**src/rtl/alu_1_if.sv**
```systemverilog
// rtl/alu_1_if.sv - operand/opcode and result/flag bundle for alu_1
interface alu_1_if #(
  parameter int WIDTH = 16
);
  logic [WIDTH-1:0] inA;
  logic [WIDTH-1:0] inB;
  logic             inC;
  logic [2:0]       opc;
  logic [WIDTH-1:0] w;
  logic             zer;
  logic             neg;

  modport master (
    output inA, inB, inC, opc,
    input  w, zer, neg
  );

  modport slave (
    input  inA, inB, inC, opc,
    output w, zer, neg
  );
endinterface

```
**src/rtl/alu_1.sv**
```systemverilog
// rtl/alu_1.sv - eight-operation ALU with registered result and zero/negative flags
module alu_1 #(
  parameter int WIDTH = 16
) (
  input  logic   clk,
  input  logic   rst,
  alu_1_if.slave bus
);

  logic [WIDTH-1:0] r_d;
  logic [WIDTH-1:0] w_q;
  logic             zer_q;
  logic             neg_q;

  always_comb begin
    r_d = '0;
    unique case (bus.opc)
      3'b000: r_d = bus.inA + bus.inB + {{(WIDTH-1){1'b0}}, bus.inC};
      3'b001: r_d = bus.inA + bus.inB;
      3'b010: r_d = bus.inA - bus.inB;
      3'b011: r_d = bus.inA & bus.inB;
      3'b100: r_d = bus.inA | bus.inB;
      3'b101: r_d = bus.inA ^ bus.inB;
      3'b110: r_d = ~bus.inA;
      3'b111: r_d = {bus.inC, bus.inA[WIDTH-1:1]};
      default: r_d = '0;
    endcase
  end

  // Flags are derived from the same R as w so they can never disagree with it.
  always_ff @(posedge clk or posedge rst) begin
    if (rst) begin
      w_q   <= '0;
      zer_q <= 1'b1;
      neg_q <= 1'b0;
    end else begin
      w_q   <= r_d;
      zer_q <= (r_d == '0);
      neg_q <= r_d[WIDTH-1];
    end
  end

  assign bus.w   = w_q;
  assign bus.zer = zer_q;
  assign bus.neg = neg_q;

endmodule

```
**src/flat_wrapper.sv**
```systemverilog
// flat-port wrapper written by rule: the top's interface ports become plain ports
module alu_1_flat 
#(
  parameter int WIDTH = 16
)
  (clk, rst, bus_inA, bus_inB, bus_inC, bus_opc, bus_w, bus_zer, bus_neg);
  alu_1_if #(.WIDTH(WIDTH)) bus_i ();
  input  logic clk;
  input  logic rst;
  input wire logic [$bits(bus_i.inA)-1:0] bus_inA;
  input wire logic [$bits(bus_i.inB)-1:0] bus_inB;
  input wire logic [$bits(bus_i.inC)-1:0] bus_inC;
  input wire logic [$bits(bus_i.opc)-1:0] bus_opc;
  output wire logic [$bits(bus_i.w)-1:0] bus_w;
  output wire logic [$bits(bus_i.zer)-1:0] bus_zer;
  output wire logic [$bits(bus_i.neg)-1:0] bus_neg;
  assign bus_i.inA = bus_inA;
  assign bus_i.inB = bus_inB;
  assign bus_i.inC = bus_inC;
  assign bus_i.opc = bus_opc;
  assign bus_w = bus_i.w;
  assign bus_zer = bus_i.zer;
  assign bus_neg = bus_i.neg;
  alu_1 #(.WIDTH(WIDTH)) u_core (.clk(clk), .rst(rst), .bus(bus_i));
endmodule
```
**config.mk**
```make
export PLATFORM = sky130hd
export DESIGN_NAME = alu_1_flat
export DESIGN_NICKNAME = d
export VERILOG_FILES = /design/src/rtl/alu_1_if.sv /design/src/rtl/alu_1.sv /design/src/flat_wrapper.sv
export SDC_FILE = /design/constraint.sdc
export NUM_CORES = 1
export LEC_CHECK = 0
export BUFFER_PORTS_ARGS = -buffer_cell sky130_fd_sc_hd__buf_2
export CELL_PAD_IN_SITES_DETAIL_PLACEMENT = 1
export CELL_PAD_IN_SITES_GLOBAL_PLACEMENT = 2
export CORE_MARGIN = 2
export CORE_UTILIZATION = 30
export DETAILED_ROUTE_END_ITERATION = 10
export HOLD_SLACK_MARGIN = 0.03
export PLACE_DENSITY_LB_ADDON = 0.1
export SLEW_MARGIN = 5
export SYNTH_ARGS = -nofsm -noshare
export SYNTH_HDL_FRONTEND = slang
export SYNTH_SLANG_ARGS = --single-unit
```
**constraint.sdc**
```tcl
create_clock -name clk -period 0.8 [get_ports clk]
set_clock_uncertainty 0.15 [all_clocks]
set_input_delay 0.2 -clock clk [delete_from_list [all_inputs] [get_ports clk]]
set_output_delay 0.2 -clock clk [all_outputs]
set_load 0.01 [all_outputs]
```
==> impl_metrics.ini <==
[run_status]
outcome = finished, violations left
violations = setup timing

[routing]
post_drt_wl_per_cell_microns = 18.5
vias_per_cell = 5.15
vias = 4667
postRouteAntennaNets = 0
drt_iter0_markers = 222
wirelength_microns = 16800
firstDrtPassIters = 4
drc = 0

[power]
power_leakage_uw = 0.00323
ir_drop_mv = 0.704
power_density_nw_per_um2 = 1110
total_power_uw = 7460

[clocking]
clk_pin_slew_worst_paths_ns = 0.05
numClockSinks = 17
cts_root_buffer = clkbuf_16
cts_tree = done
htreeDepth = 1
cts_buffer_depth = 2
cts_inserted_buffers = 3

[logic_synthesis]
netlist-cell-type-count = 77
synth_top_area_share_pct = 16.4
syn_avg_cell_area_sq_um = 7.77
synth_area_leaders = ha_1 (16%), dfrtp_1 (11%), mux4_2 (6.0%)
syn-cell-area_sq_um = 3730
yosys.area.top_type = ha_1
async_reset_ff_share_pct = 100
synth_ff_type = dfrtp_1
ys_ff_latch = 17
postSynthCellCount = 480
syn_nets = 569
synth_edf_count = 0
yosysSeqAreaShare_pct = 11.4
ys_warn_count = 0

[grt]
gr-usage-all-layers_pct = 25.2
grt_first_pass_wirelength_microns = 26400
grt_pass1_vias = 5041
antenna_found_initial = 0
grt_start_max_net_pins = 15
grt_overflow = 0

[place]
placed_cells = 886
place_ws_ns = -3.28
port-buffer-count = 55
placed_area_sq_um = 5940
hpwl_microns = 13300
gp_congestion = 0.847

[timing]
worstMarginPinSlew_ns = 0.809
finalWorstSetupSlack_ns = -2.95
maxSlewViolCount = 0
fin_crit_sh_pct = 469
fmax_mhz = 267
rsz0062_at_grt = yes
finalSetupViolCount = 42
final_hold_viol_count = 0
period_needed_ns = 3.75
hold_slack_ns = 0.374
slew_headroom_pct = 45.6

[worst_hold_path]
hold_class = in2reg

[floorplan]
ioPinCount = 56
design.core.area_sq_um = 12100
dieArea_sq_um = 13300
die_y_microns = 115
start_util_pct = 30.9
fp-row-count = 40
die_w_microns = 115

[setup_path]
critPathLaunch = bus_inB[1]
worstPathMaxFanout = 3
startpoint_type = input port
path_class = in2reg
worstPathRequired_ns = 0.81
cp-end-kind = flop
critPathCapture = u_core.bus.zer
crit_arrival_ns = 3.76

[layout]
fin_cells = 906
final_cell_mix = buf_4 (207), buf_2 (47), inv_1 (45)
insertedDiodeCount = 0
area_growth_pct = 81.0
n_fill_cell = 1430
final_area_sq_um = 6750
fin_nets = 828
final_common_cell = buf_4
drive_above_1_share_pct = 54.7

[job]
maxCapViolCount = 0
## logic make-up after synthesis
group | count (synthesis) | synth area share (%)
adder cells (fa/ha/maj) | 51 | 17.5
AO/OA/AOI/OAI | 151 | 27.6
flip-flops | 17 | 11.4
multiplexers | 22 | 9.40
AND/OR/NAND/NOR | 124 | 17.8
buffers and inverters | 84 | 8.96
XOR/XNOR | 31 | 7.28
## metrics by stage
step	TNS (ns)	util [%]
final	-36.13	55.9
after global routing	-38.04	55.9
after CTS	-35.28	53.9
after detailed placement	-36.48	49.3
after global placement	-35.04	49.3
after floorplan	-25.43	-
## area by class of cell
type	instances	area, sq um	area share, %
Clock buffer	4	78.8	1.17
Inverter	56	244	3.62
Multi-Input combinational cell	379	3640	53.9
Sequential cell	17	427	6.32
Tap cell	168	210	3.12
Timing Repair Buffer	282	2150	31.8
## routing by layer
layer	part of all wire [%]	GRT usage [%]	wire [microns]	up-vias
met5	0	0	0	-
met4	1.3	3.53	213	0
met3	4.3	2.82	722	18
met2	51	46.2	8550	105
met1	43	32.6	7270	2293
li1	-	-	-	2251
## worst min path at each step
stage               start               to  slack, ns  cells after the start
2_1_floorplan         rst   u_core.bus.neg      -0.02                      1
3_3_place_gp          rst  u_core.bus.w[9]       0.09                      3
3_5_place_dp          rst   u_core.bus.neg       0.08                      3
4_1_cts               rst   u_core.bus.neg       0.38                      4
5_1_grt        bus_opc[1]  u_core.bus.w[2]       0.39                      4
6_report       bus_opc[1]  u_core.bus.w[2]       0.37                      5
## critical path, stage by stage
cell and delay, ns:
buf_8 0.08, clkinvlp_4 0.13, ha_4 0.28, a211oi_4 0.32, buf_4 0.18, o21ai_2 0.06, o21a_1 0.24, nor4_4 0.37
nand4b_4 0.15, mux2_4 0.32, or3_4 0.40, or4b_1 0.45, or4_1 0.42, nor4_2 0.15
## report_power, final
part / switching (uW) / internal, uW / leakage (uW) / total (uW)
logic: 2680 / 2770 / 0.00299 / 5450
clock network: 309 / 676 / 0.0000382 / 985
registers: 36.0 / 989 / 0.000199 / 1030
## synthesized netlist by cell type, types with 7 or more instances
cell type / n
a211oi_1: 8
a21oi_1: 33
a221oi_1: 8
a22oi_1: 7
a31oi_1: 7
clkbuf_1: 16
dfrtp_1: 16
ha_1: 49
inv_1: 55
mux2i_1: 8
mux4_2: 10
nand2_1: 28
nand3_1: 7
nor2_1: 34
nor3_1: 10
o211ai_1: 10
o21ai_0: 28
or2_2: 7
xnor2_1: 18
xor2_1: 13
## timing repair
item / 4_1_cts / 5_1_grt
hold buffers: 1 / 1
buffers inserted: 14 / 12
endpoints found under the hold margin: 17 / 17
setup endpoints to repair: 35 / 51
resized for setup: 84 / 38
pin swaps: 43 / 32
## flip-flops by register name, indices dropped and copies added (netlist names)
name            count
u_core.bus.neg      1
u_core.bus.w       15
u_core.bus.zer      1
No activity file was read; power rests on OpenSTA's default activity.
